==> src/rtl/serial_mac_if.sv <==
// serial_mac_if: start/busy/done handshake plus operand, serial weight and result bus for serial_mac.
interface serial_mac_if #(parameter int WIDTH = 16);
   logic             start;
   logic             clear_acc;
   logic [WIDTH-1:0] input_neuron;
   logic             weight_bit;
   logic             enable;
   logic             busy;
   logic             done;
   logic [WIDTH-1:0] out;
   logic             overflow;
   modport master(output start, clear_acc, input_neuron, weight_bit, enable,
                  input busy, done, out, overflow);
   modport slave(input start, clear_acc, input_neuron, weight_bit, enable,
                 output busy, done, out, overflow);
endinterface

==> src/rtl/serial_mac.sv <==
// serial_mac: bit-serial signed fixed-point multiply-accumulate; weight arrives LSB first,
// product is added to a wide accumulator and presented rounded and saturated.
module serial_mac #(
   parameter int WIDTH = 16,
   parameter int FRAC  = 10,
   parameter int GUARD = 8
) (
   input logic        clk,
   input logic        reset,
   serial_mac_if.slave bus
);
   localparam int PW    = 2 * WIDTH;
   localparam int ACC_W = PW + GUARD;
   localparam int KW    = $clog2(WIDTH);
   localparam logic signed [ACC_W:0] HALF = (ACC_W + 1)'(1) <<< (FRAC - 1);
   localparam logic signed [ACC_W:0] MAXO = (ACC_W + 1)'((64'sd1 <<< (WIDTH - 1)) - 64'sd1);
   localparam logic signed [ACC_W:0] MINO = ~MAXO;
   typedef enum logic [1:0] {IDLE, SHIFT, ACCUM} state_t;
   state_t                  state_q;
   logic signed [PW-1:0]    a_q, p_q, term_d, p_d;
   logic [KW-1:0]           k_q;
   logic signed [ACC_W-1:0] acc_q, acc_d;
   logic signed [ACC_W:0]   sum_d, rsum_d, rnd_d;
   logic [WIDTH-1:0]        out_q, out_d;
   logic                    ovf_q, done_q, busy_q;
   logic                    last_d, sat_acc_d, sat_hi_d, sat_lo_d;
   always_comb begin
      last_d    = k_q == KW'(WIDTH - 1);
      term_d    = a_q <<< k_q;
      // the MSB weight bit carries negative weight
      p_d       = !bus.weight_bit ? p_q : last_d ? p_q - term_d : p_q + term_d;
      sum_d     = $signed({acc_q[ACC_W-1], acc_q}) + $signed({{(ACC_W + 1 - PW){p_q[PW-1]}}, p_q});
      sat_acc_d = sum_d[ACC_W] != sum_d[ACC_W-1];
      acc_d     = !sat_acc_d ? sum_d[ACC_W-1:0]
                : sum_d[ACC_W] ? {1'b1, {(ACC_W - 1){1'b0}}} : {1'b0, {(ACC_W - 1){1'b1}}};
      rsum_d    = $signed({acc_d[ACC_W-1], acc_d}) + HALF;
      rnd_d     = rsum_d >>> FRAC;
      sat_hi_d  = rnd_d > MAXO;
      sat_lo_d  = rnd_d < MINO;
      out_d     = sat_hi_d ? {1'b0, {(WIDTH - 1){1'b1}}}
                : sat_lo_d ? {1'b1, {(WIDTH - 1){1'b0}}} : rnd_d[WIDTH-1:0];
   end
   always_ff @(posedge clk or negedge reset) begin
      if (!reset) begin
         state_q <= IDLE;
         a_q     <= '0;
         p_q     <= '0;
         k_q     <= '0;
         acc_q   <= '0;
         out_q   <= '0;
         ovf_q   <= 1'b0;
         done_q  <= 1'b0;
         busy_q  <= 1'b0;
      end else begin
         done_q <= 1'b0;
         case (state_q)
            IDLE: if (bus.start) begin
               a_q     <= {{WIDTH{bus.input_neuron[WIDTH-1]}}, bus.input_neuron};
               p_q     <= '0;
               k_q     <= '0;
               state_q <= SHIFT;
               busy_q  <= 1'b1;
               if (bus.clear_acc) begin
                  acc_q <= '0;
                  ovf_q <= 1'b0;
               end
            end
            SHIFT: if (bus.enable) begin
               p_q <= p_d;
               k_q <= k_q + KW'(1);
               if (last_d) state_q <= ACCUM;
            end
            ACCUM: begin
               acc_q   <= acc_d;
               out_q   <= out_d;
               ovf_q   <= ovf_q | sat_acc_d | sat_hi_d | sat_lo_d;
               done_q  <= 1'b1;
               busy_q  <= 1'b0;
               state_q <= IDLE;
            end
            default: state_q <= IDLE;
         endcase
      end
   end
   assign bus.busy     = busy_q;
   assign bus.done     = done_q;
   assign bus.out      = out_q;
   assign bus.overflow = ovf_q;
endmodule

==> src/flat_wrapper.sv <==
// flat-port wrapper written by rule: the top's interface ports become plain ports
module serial_mac_flat 
#(
   parameter int WIDTH = 16,
   parameter int FRAC  = 10,
   parameter int GUARD = 8
)
  (clk, reset, bus_start, bus_clear_acc, bus_input_neuron, bus_weight_bit, bus_enable, bus_busy, bus_done, bus_out, bus_overflow);
  serial_mac_if #(.WIDTH(WIDTH)) bus_i ();
  input logic clk;
  input logic reset;
  input wire logic [$bits(bus_i.start)-1:0] bus_start;
  input wire logic [$bits(bus_i.clear_acc)-1:0] bus_clear_acc;
  input wire logic [$bits(bus_i.input_neuron)-1:0] bus_input_neuron;
  input wire logic [$bits(bus_i.weight_bit)-1:0] bus_weight_bit;
  input wire logic [$bits(bus_i.enable)-1:0] bus_enable;
  output wire logic [$bits(bus_i.busy)-1:0] bus_busy;
  output wire logic [$bits(bus_i.done)-1:0] bus_done;
  output wire logic [$bits(bus_i.out)-1:0] bus_out;
  output wire logic [$bits(bus_i.overflow)-1:0] bus_overflow;
  assign bus_i.start = bus_start;
  assign bus_i.clear_acc = bus_clear_acc;
  assign bus_i.input_neuron = bus_input_neuron;
  assign bus_i.weight_bit = bus_weight_bit;
  assign bus_i.enable = bus_enable;
  assign bus_busy = bus_i.busy;
  assign bus_done = bus_i.done;
  assign bus_out = bus_i.out;
  assign bus_overflow = bus_i.overflow;
  serial_mac #(.WIDTH(WIDTH), .FRAC(FRAC), .GUARD(GUARD)) u_core (.clk(clk), .reset(reset), .bus(bus_i));
endmodule
==> config.mk <==
export PLATFORM = sky130hd
export DESIGN_NAME = serial_mac_flat
export DESIGN_NICKNAME = d
export VERILOG_FILES = /design/src/rtl/serial_mac_if.sv /design/src/rtl/serial_mac.sv /design/src/flat_wrapper.sv
export SDC_FILE = /design/constraint.sdc
export NUM_CORES = 1
export LEC_CHECK = 0
export CORE_MARGIN = 1
export CORE_UTILIZATION = 35
export DETAILED_ROUTE_END_ITERATION = 8
export SLEW_MARGIN = 20
export SYNTH_ARGS = -nofsm -noshare
export SYNTH_HDL_FRONTEND = slang
export SYNTH_SLANG_ARGS = --single-unit
==> constraint.sdc <==
create_clock -name clk -period 15.5 [get_ports clk]
set_clock_uncertainty 0.05 [all_clocks]
set_input_delay 2.325 -clock clk [delete_from_list [all_inputs] [get_ports clk]]
set_output_delay 2.325 -clock clk [all_outputs]
set_load 0.02 [all_outputs]
==> flow_summary.json, run 1 <==
{
  "status": "finished, final reports clean",
  "cts_buffers": 17,
  "synthFlopType": "dfrtp_1",
  "fin_crit_ps": 8480,
  "nets": 1502,
  "critPathRequiredTime_ps": 15720,
  "synth.net_count": 1495,
  "max_freq_mhz": 118,
  "setup_tns_ps": 0,
  "grt_pass1_wl_mm": 55.1,
  "die_h_um": 181,
  "synth.avg_cell_area_um2": 8.05,
  "ff_latch_area_um2": 2830,
  "viasPerCell": 5.96,
  "die_x_um": 181,
  "final_layout_size_suffix_gt1_frac": 0.0876,
  "postCtsSetupRepairBufs": 0,
  "grt_use_total": 0.211,
  "ant_nets": 0,
  "finalHoldViolCount": 0,
  "async_flop_share": 1.00,
  "cp_max_fo": 67,
  "startpoint_type": "flip-flop",
  "end_kind": "flip-flop",
  "antenna_found_initial": 0,
  "cts_buffer_depth": 2,
  "hp-start": "u_core.acc_q[33]$_DFFE_PN0P_",
  "regToRegSetupSlack_ps": 7020,
  "crit_buf_inv": 3,
  "portBuffers": 40,
  "num_vias": 10800,
  "crit_family": "compound AO/OA/AOI/OAI gates",
  "fillCellCount": 3219,
  "clock_latency_ps": 430,
  "synthToLayoutAreaGrowth_pct": 12.6,
  "die_area_um2": 32800,
  "rsz0062_at_grt": "no",
  "critPathKind": "flip-flop to flip-flop",
  "io_pins": 41,
  "ys_warn_count": 0,
  "grt-ovfl-total": 0,
  "core-area_um2": 31600,
  "clkSinkCount": 113,
  "fin_crit_sh": 0.547,
  "ys_seq_area_frac": 0.252,
  "rr_startpoint": "u_core.p_q[2]$_DFFE_PN0P_",
  "wl_per_cell_um": 18.7,
  "drtIter0Drc": 731,
  "synth_most_common_cell": "nand2_1",
  "cts.repair.resized": 0,
  "finalSetupViolCount": 0,
  "grt_pass1_vias": 10200,
  "syn_area_um2": 11200,
  "slew_viol_final": 0,
  "synth_top_cells_by_count": "nand2_1, nor2_1, o21ai_0",
  "syn_inst": 1396,
  "crit_arrival_ps": 8710,
  "initial_core_util": 0.356,
  "htreeDepth": 4,
  "gp_congestion": 0.961,
  "drc": 0,
  "antenna_cells": 0,
  "ys_types": 88,
  "rows": 65,
  "ys_ff_latch": 113,
  "rr_endpoint": "u_core.bus.out[3]$_DFFE_PN0P_",
  "place_hpwl_mm": 25.6,
  "drv_cap": 0,
  "cts.clk_slew.worst_paths_ps": 60,
  "hold_buffers": 0,
  "grt_max_degree": 77,
  "synth_area_leaders": "dfrtp_1, ha_1, o21ai_0",
  "synth_edf_count": 0,
  "drt_wl_total_mm": 34.1,
  "yosys.area.top_type_share": 0.252,
  "cts-root-buf": "clkbuf_16",
  "holdPathEnd": "u_core.acc_q[33]$_DFFE_PN0P_",
  "crit_slowest_cell": "clkinv_1",
  "synth_top_cell_by_area": "dfrtp_1",
  "worstMarginPinSlew_ps": 1020,
  "crit_cells": 25,
  "cp_slowest_stage_delay_ps": 770,
  "cts_tree": "yes",
  "firstDrtPassIters": 5,
  "max-slew-margin-rel": 0.313,
  "multi_input_area_um2": 8010,
  "hold_depth": 2,
  "reg2reg_depth": 25,
  "min_path_type": "flip-flop to flip-flop"
}
routing by layer:
layer,track usage,vias up,part of all wire
met4,0.0725,0,0.027
met5,0,-,0
li1,-,5204,-
met2,0.355,321,0.48
met3,0.0270,50,0.045
met1,0.276,5253,0.45
stage by stage:
step	hold slack [ps]	utilization	worst slack [ps]	instances	area [um^2]
2_1_floorplan	395	-	9000	1396	11200
3_3_place_gp	417	0.380	7490	1786	12000
3_5_place_dp	423	0.380	7210	1786	12000
4_1_cts	436	0.401	7170	1818	12600
5_1_grt	454	0.401	6460	1818	12600
6_report	430	0.401	7020	1818	12600
worst min-delay path, stage by stage, from the launching register on:
cell     delay, ps
dfrtp_1        350
nand2_1         50
nand2_1         50
layout make-up:
cell class	count	area share
Tap cell	402	0.0398
Sequential cell	113	0.224
Multi-Input combinational cell	1177	0.633
Clock inverter	12	0.0141
Timing Repair Buffer	55	0.0407
Clock buffer	20	0.0369
Inverter	39	0.0116
state kept, by name, summed over array words and instances, names as in the netlist:
register	flops
u_core.a_q	16
u_core.acc_q	40
u_core.state_q	2
u_core.bus.overflow	1
u_core.bus.out	16
u_core.bus.done	1
u_core.bus.busy	1
u_core.k_q	4
u_core.p_q	32
cells in the final DEF, fill, tap and decap left out, drive strengths merged, types with 17 or more instances in the layout:
cell,synthesis,final
nand2,151,151
nor2,145,145
o21ai,118,118
dfrtp,113,113
a21oi,104,104
ha,75,75
xnor2,43,43
a21o,42,42
xor2,41,41
clkdlybuf4s50,0,39
nor3,39,39
inv,35,37
nand3,31,31
mux2i,26,26
mux2,25,25
and3,23,23
nor2b,22,22
clkbuf,60,20
a211oi,19,19
a31oi,17,17
a311oi,17,17
worst max-delay path by stage:
stage	startpoint	to	slack (ps)
final	u_core.p_q[2]$_DFFE_PN0P_	u_core.bus.out[3]$_DFFE_PN0P_	7020
after global routing	u_core.p_q[2]$_DFFE_PN0P_	u_core.bus.out[1]$_DFFE_PN0P_	6460
after CTS	u_core.p_q[2]$_DFFE_PN0P_	u_core.bus.out[3]$_DFFE_PN0P_	7170
after detailed placement	u_core.p_q[2]$_DFFE_PN0P_	u_core.bus.out[4]$_DFFE_PN0P_	7210
after global placement	u_core.p_q[10]$_DFFE_PN0P_	u_core.bus.out[7]$_DFFE_PN0P_	7490
after floorplan	u_core.p_q[11]$_DFFE_PN0P_	u_core.bus.out[10]$_DFFE_PN0P_	9000
kinds of logic after synthesis:
kind of cell    after synthesis  synth area share
simple gates                500             0.212
xor+xnor                     84            0.0655
mux                          64            0.0746
flops                       113             0.252
buf+inv                     106            0.0371
fa+ha+maj                    77            0.0871
compound gates              452             0.272
Power of run 1 is not shown: default switching activity piles up to over one toggle a cycle in this logic, so the estimate is an artifact.
==> inputs of run 2 (changes only) <==
==> constraint.sdc (replaced) <==
create_clock -name clk -period 7.7 [get_ports clk]
set_clock_uncertainty 0.05 [all_clocks]
set_input_delay 1.155 -clock clk [delete_from_list [all_inputs] [get_ports clk]]
set_output_delay 1.155 -clock clk [all_outputs]
set_load 0.02 [all_outputs]
==> flow_summary.json, run 2 (synthesis results as in run 1) <==
{
  "top_register": "u_core.acc_q",
  "drtIter0Drc": 813,
  "place_hpwl_mm": 25.7,
  "final_common_cell": "nand2_1",
  "grt-ovfl-total": 0,
  "cts.repair.resized": 0,
  "viasPerCell": 5.83,
  "cts_tree": "yes",
  "grt_pass1_wl_mm": 54.9,
  "multi_input_area_um2": 8010,
  "die_h_um": 181,
  "die_x_um": 181,
  "drv_cap": 0,
  "max-slew-margin-rel": 0.346,
  "portBuffers": 40,
  "cp_max_fo": 13,
  "rsz0062_at_grt": "no",
  "ant_nets": 0,
  "worstMarginPinSlew_ps": 956,
  "postCtsSetupRepairBufs": 0,
  "crit_arrival_ps": 7430,
  "num_vias": 10700,
  "antenna_found_initial": 0,
  "setup_tns_ps": 0,
  "io_pins": 41,
  "gp_congestion": 0.921,
  "cts.clk_slew.worst_paths_ps": 60,
  "layout_common_cells": "nand2_1, nor2_1, o21ai_0",
  "cts-root-buf": "clkbuf_16",
  "setup_slack_ps": 553,
  "clkSinkCount": 113,
  "initial_core_util": 0.356,
  "fin_crit_ps": 7150,
  "min_path_type": "flip-flop to flip-flop",
  "end_kind": "flip-flop",
  "htreeDepth": 4,
  "grt_use_total": 0.209,
  "rows": 65,
  "hold_buffers": 0,
  "nets": 1520,
  "firstDrtPassIters": 5,
  "cts_buffers": 17,
  "finalHoldViolCount": 0,
  "grt_max_degree": 73,
  "critPathKind": "flip-flop to flip-flop",
  "status": "finished, final reports clean",
  "place_ws_ps": 684,
  "drc": 0,
  "fillCellCount": 3211,
  "slew_viol_final": 0,
  "critPathRequiredTime_ps": 7990,
  "post-route-util": 0.403,
  "met1_usage": 0.274,
  "ff_latch_area_um2": 2830,
  "cts_buffer_depth": 2,
  "synthToLayoutAreaGrowth_pct": 13.2,
  "grt-busiest-layer": "met2",
  "max_freq_mhz": 140,
  "grt_use_met3": 0.0296,
  "use_met2": 0.344,
  "final_layout_size_suffix_gt1_frac": 0.0983,
  "clock_latency_ps": 430,
  "largest_register_ff_count": 40,
  "core-area_um2": 31600,
  "reg_top3": "u_core.acc_q x40, u_core.p_q x32",
  "fin_crit_sh": 0.928,
  "die_area_um2": 32800,
  "wl_per_cell_um": 18.4,
  "finalSetupViolCount": 0,
  "grt_pass1_vias": 10300,
  "drt_wl_total_mm": 33.7,
  "antenna_cells": 0,
  "startpoint_type": "flip-flop"
}
run 2: metrics by stage:
| stage | hold slack (ps) | cells | area [um^2] |
|---|---|---|---|
| after floorplan | 395 | 1396 | 11200 |
| after global placement | 414 | 1804 | 12100 |
| after detailed placement | 431 | 1804 | 12100 |
| after CTS | 446 | 1836 | 12700 |
| after global routing | 470 | 1836 | 12700 |
| final | 436 | 1836 | 12700 |
run 2: final cells by class:
type | instances | area share
flip-flops and latches | 113 | 0.222
clock buffers | 20 | 0.0359
inverters | 39 | 0.0115
repair buffers | 73 | 0.0521
clock inverters | 12 | 0.00856
multi-input cells | 1177 | 0.630
well taps | 402 | 0.0396
run 2: metal layers:
metal  wire length, um  share of wire  vias up
li1                  -              -     5235
met1             15500           0.46     5091
met2             15700           0.47      331
met3              1360          0.040       53
met4              1130          0.033        0
met5                 0              0        -
run 2: final timing paths:
kind	cells after the start	start	to	slack, ps
max reg2reg	24	u_core.p_q[22]$_DFFE_PN0P_	u_core.bus.out[0]$_DFFE_PN0P_	550
max	24	u_core.p_q[22]$_DFFE_PN0P_	u_core.bus.out[0]$_DFFE_PN0P_	550
min reg2reg	2	u_core.acc_q[0]$_DFFE_PN0P_	u_core.acc_q[0]$_DFFE_PN0P_	440
max in group asynchronous	2	reset	u_core.bus.busy$_DFFE_PN0P_	5840
min	2	u_core.acc_q[0]$_DFFE_PN0P_	u_core.acc_q[0]$_DFFE_PN0P_	440
min in group asynchronous	1	reset	u_core.acc_q[7]$_DFFE_PN0P_	710
run 2: critical path, stage by stage (launching register included):
cell and delay (ps):
dfrtp_1 410, ha_1 450, and2_1 250, a311oi_1 360, a21oi_1 140, nor2_1 270
o22ai_1 230, a21oi_1 270, o21a_1 180, xor2_1 190, inv_1 70, ha_2 310
clkinv_1 210, buf_4 180, nand3_1 170, or3b_2 560, a2111oi_0 890, nand3b_1 260
o21ai_0 220, o211a_1 170, nand4_1 90, a2111o_1 350, a21o_1 370, buf_4 260
a211oi_2 160
Power of run 2 is left out for the same reason.
==> RTL edit 1, RTL diff (config.mk and constraints of run 1) <==
`GUARD` is set to 8 in 2 places; all go to 7.
--- a/src/rtl/serial_mac.sv
+++ b/src/rtl/serial_mac.sv
@@ -3,7 +3,7 @@
 module serial_mac #(
    parameter int WIDTH = 16,
    parameter int FRAC  = 10,
-   parameter int GUARD = 8
+   parameter int GUARD = 7
 ) (
    input logic        clk,
    input logic        reset,
--- a/src/flat_wrapper.sv
+++ b/src/flat_wrapper.sv
@@ -3,7 +3,7 @@
 #(
    parameter int WIDTH = 16,
    parameter int FRAC  = 10,
-   parameter int GUARD = 8
+   parameter int GUARD = 7
 )
   (clk, reset, bus_start, bus_clear_acc, bus_input_neuron, bus_weight_bit, bus_enable, bus_busy, bus_done, bus_out, bus_overflow);
   serial_mac_if #(.WIDTH(WIDTH)) bus_i ();
Function: same outputs for any inputs over 10 cycles, from zero or initial values and one cycle with reset low; that may be too few to reach the edited logic, so the function may still have changed.
==> RTL edit 1 against run 1 <==
The flow now finishes with violations (DRC); fmax is 11% higher; design area is 4.7% lower; die area is 2.3% lower; worst setup slack better by 0.84 ns; wire length is 11% lower; sequential cell count is 1 lower; via count is 6.8% lower; synthesized area is 2.3% lower.
Power is left out: the tool's default activity adds up to more than one toggle a clock period on the data nets, which glitch-free logic cannot reach.
==> RTL edit 1: results (changes against run 1) <==
ys_warn_count: 0  # unchanged
yosysSeqAreaShare_pct: 25.54  # +0.37 points
synth_fp_nets: 1425  # -4.7%
violations: "DRC"
synth_compound_area_share_pct: 27.12  # -0.093 points
top_regs: "u_core.acc_q: 39 flops, u_core.p_q: 32 flops"
clockBufferDepth: 2  # unchanged
synth_cells: 1326  # -5.0%
clk_pin_slew_ns: 0.08  # +0.02 ns
antenna_found_initial: 0  # unchanged
synth_mux_area_share_pct: 7.308  # -0.15 points
fin_cells: 1728  # -5.0%
io_buffer_count: 40  # unchanged
path_class: "flip-flop to flip-flop"
slew_headroom_pct: 25.18  # -6.1 points
root_buffer: "clkbuf_16"
drc: 12  # +12
synth_area_leaders: "dfrtp_1 26%, ha_1 8.6%, nand2_1 5.1%"
yosysUniqueCellTypes: 89  # +1.1%
grt_usage_pct: 19.86  # -1.2 points
hold_class: "flip-flop to flip-flop"
yosys.area_share.adder_pct: 8.916  # +0.21 points
synthTopCellsByCount: "150 x nand2_1, 112 x dfrtp_1, 110 x nor2_1"
grt_pass1_wl_mm: 50.26  # -8.9%
status: "finished, violations left"
min_from: "u_core.bus.out[15]"
vias: 10090  # -6.8%
drt_iter0_markers: 698  # -4.5%
worst-path-max-fanout: 59  # -12%
grt_max_degree: 60  # -22%
cp.arrival_ns: 7.83  # -0.88 ns
synth_xor_area_share_pct: 6.864  # +0.32 points
cts_resized: 0  # unchanged
grt_pass1_vias: 9595  # -6.0%
first_pass_iters: 7  # +2
cts_max_level: 3  # -1
avgRoutedWirePerCell_um: 17.61  # -6.1%
drive_gt1_share_pct: 7.357  # -1.4 points
r2r-start: "u_core.p_q[0]"
gp_congestion: 0.8991  # -6.4%
place_hpwl_mm: 23.44  # -8.4%
final_max_slew_viol_count: 0  # unchanged
async_flop_share_pct: 100.0  # unchanged
post_cts_buffers: 0  # unchanged
antenna_cells: 0  # unchanged
clock_latency_ns: 0.40  # -0.03 ns
numCtsBuffers: 9  # -8
## RTL edit 1: final cells by class
cell class                 count  area, um^2
fill                        3178       18690
multi-input combinational   1116        7833
sequential                   112        2804
tap                          396       495.5
timing repair buffer          51       480.5
clock buffer                   9       225.2
inverter                      37       138.9
clock inverter                 7       78.83
## RTL edit 1: routing by layer
metal  vias to the layer above  global-route usage, %  share of wire [%]
li1                       5009                      -                  -
met1                      4811                  27.30                 49
met2                       233                  32.18                 45
met3                        34                  2.841                4.6
met4                         0                  5.614                1.8
met5                         -                      0                  0
## RTL edit 1: path summary, 6_finish.rpt
path	endpoint	slack, ns	depth (start not counted)
min reg2reg	u_core.bus.out[15]	0.43	2
max reg2reg	u_core.bus.out[12]	7.85	27
min in group asynchronous	u_core.acc_q[17]	1.97	1
max	u_core.bus.out[12]	7.85	27
min	u_core.bus.out[15]	0.43	2
max in group asynchronous	u_core.p_q[28]	12.21	2
## RTL edit 1: worst max-delay path, cell delays in order (launching register included)
cell       delay (ns)
dfrtp_1          0.41
ha_1             0.23
fa_1             0.43
a21oi_1          0.24
o21ai_2          0.09
a311o_1          0.48
o211a_1          0.33
o2bb2ai_1        0.37
o21ai_0          0.14
o21ai_0          0.15
a21boi_0         0.10
o21ai_0          0.15
nand2b_1         0.08
xor2_1           0.16
ha_2             0.33
buf_4            0.49
or4_1            0.20
o21ai_0          0.07
a31oi_1          0.15
o311ai_0         0.33
nor2_1           0.26
nand4_1          0.24
or4_1            0.59
a2bb2oi_1        0.15
a211o_1          0.29
nor4_2           0.38
a311o_2          0.41
o311ai_2         0.15
## RTL edit 1: cells by family (layout without fill, tap and decap cells)
| logic type | Yosys count | in the layout |
|---|---|---|
| AOI/OAI and AO/OA | 430 | 430 |
| xor gates and xnor gates | 86 | 86 |
| and+or+nand+nor | 462 | 462 |
| DFF | 112 | 112 |
| adders and majority gates | 77 | 77 |
| muxes | 61 | 61 |
| buffers and inverters | 98 | 104 |
## RTL edit 1: per-stage QoR
| stage | hold WS (ns) | instance area [um^2] | worst slack (ns) |
|---|---|---|---|
| 2_1_floorplan | 0.3953 | 10970 | 7.766 |
| 3_3_place_gp | 0.4134 | 11750 | 8.056 |
| 3_5_place_dp | 0.4193 | 11750 | 7.935 |
| 4_1_cts | 0.4381 | 12050 | 7.899 |
| 5_1_grt | 0.4608 | 12060 | 7.104 |
| 6_report | 0.4297 | 12060 | 7.853 |
==> RTL edit 2, RTL diff (flow settings as in run 1) <==
Made on the original files. The 3 states of `state_t` get a one-hot encoding in 3 bits.
--- a/src/rtl/serial_mac.sv
+++ b/src/rtl/serial_mac.sv
@@ -15,7 +15,7 @@
    localparam logic signed [ACC_W:0] HALF = (ACC_W + 1)'(1) <<< (FRAC - 1);
    localparam logic signed [ACC_W:0] MAXO = (ACC_W + 1)'((64'sd1 <<< (WIDTH - 1)) - 64'sd1);
    localparam logic signed [ACC_W:0] MINO = ~MAXO;
-   typedef enum logic [1:0] {IDLE, SHIFT, ACCUM} state_t;
+   typedef enum logic [2:0] {IDLE = 3'b001, SHIFT = 3'b010, ACCUM = 3'b100} state_t;
    state_t                  state_q;
    logic signed [PW-1:0]    a_q, p_q, term_d, p_d;
    logic [KW-1:0]           k_q;
Function: no difference found for any inputs over 10 cycles, from zero or initial values and one cycle with reset low; not proved beyond that.
==> RTL edit 2 against run 1 <==
Wire length down 8.8%; worst setup slack better by 1.0 ns; the run now ends with DRC left; non-clock buffer count down 6; sequential share of layout area up 0.67 points; sequential cell count up 1; synthesized cell count down 3.8%; design area down 2.0%; largest cell class unchanged; first-iteration DRC count down 20%; synthesized area down 1.4%; critical path depth unchanged; die area down 1.4%.
==> RTL edit 2: results (changes against run 1) <==
first_pass_iters: 7  # +2
violations: "DRC"
multi_input_area_um2: 7858  # -1.9%
cp-startpoint: "u_core.p_q[4]"
clk_share_pct: 4.856  # -0.25 points
seq_share_pct: 23.03  # +0.67 points
cts.sinks: 114  # +0.88%
clockBufferCount: 21  # +5.0%
grt_pass1_wl_mm: 51.85  # -6.0%
placed_cell_area_um2: 11790  # -1.8%
worst-path-max-fanout: 35  # -48%
grt_max_degree: 59  # -23%
synth_area_leaders: "dfrtp_1 26%, ha_1 8.5%, nand2_1 5.0%"
cpMaxStageDelayCell: "ha_1"
synthTopCellsByCount: "148 x nand2_1, 113 x dfrtp_1, 111 x nor2_1"
grt_usage_pct: 19.68  # -1.4 points
status: "finished, violations left"
worstMarginPinSlew_ns: 0.9980  # -0.02581 ns
dp.cells: 1728  # -3.2%
avgRoutedWirePerCell_um: 17.68  # -5.7%
min_from: "u_core.acc_q[12]"
drc: 3  # +3
gp_congestion: 0.9433  # -1.8%
use_met2_pct: 31.02  # -4.5 points
slowest_delay_ns: 0.75  # -0.02 ns
nets: 1450  # -3.5%
multi_input_area_share_pct: 63.40  # about the same
wl_met1_mm: 15.07  # -2.3%
drt_iter0_markers: 583  # -20%
## RTL edit 2: kinds of logic (layout without fill, tap and decap cells)
family | Yosys count | in the layout | synth area share, %
compound gates | 445 | 445 | 27.06
xor+xnor | 94 | 94 | 7.435
fa+ha+maj | 77 | 77 | 8.836
buf+inv | 92 | 111 | 3.356
flops | 114 | 114 | 25.77
mux | 63 | 63 | 7.254
simple gates | 458 | 458 | 20.28
## RTL edit 2: final timing paths
kind	slack, ns	endpoint	cells after the start
max	8.01	u_core.bus.out[2]	25
min	0.43	u_core.acc_q[12]	2
max reg2reg	8.01	u_core.bus.out[2]	25
min reg2reg	0.43	u_core.acc_q[12]	2
max in group asynchronous	12.24	u_core.acc_q[24]	2
min in group asynchronous	1.92	u_core.acc_q[10]	1
## RTL edit 2: worst min-delay path, delay by kind of cell (launching register included)
kind | cells | cell delay [ns]
flip-flops | 1 | 0.34
AND/OR/NAND/NOR | 2 | 0.10
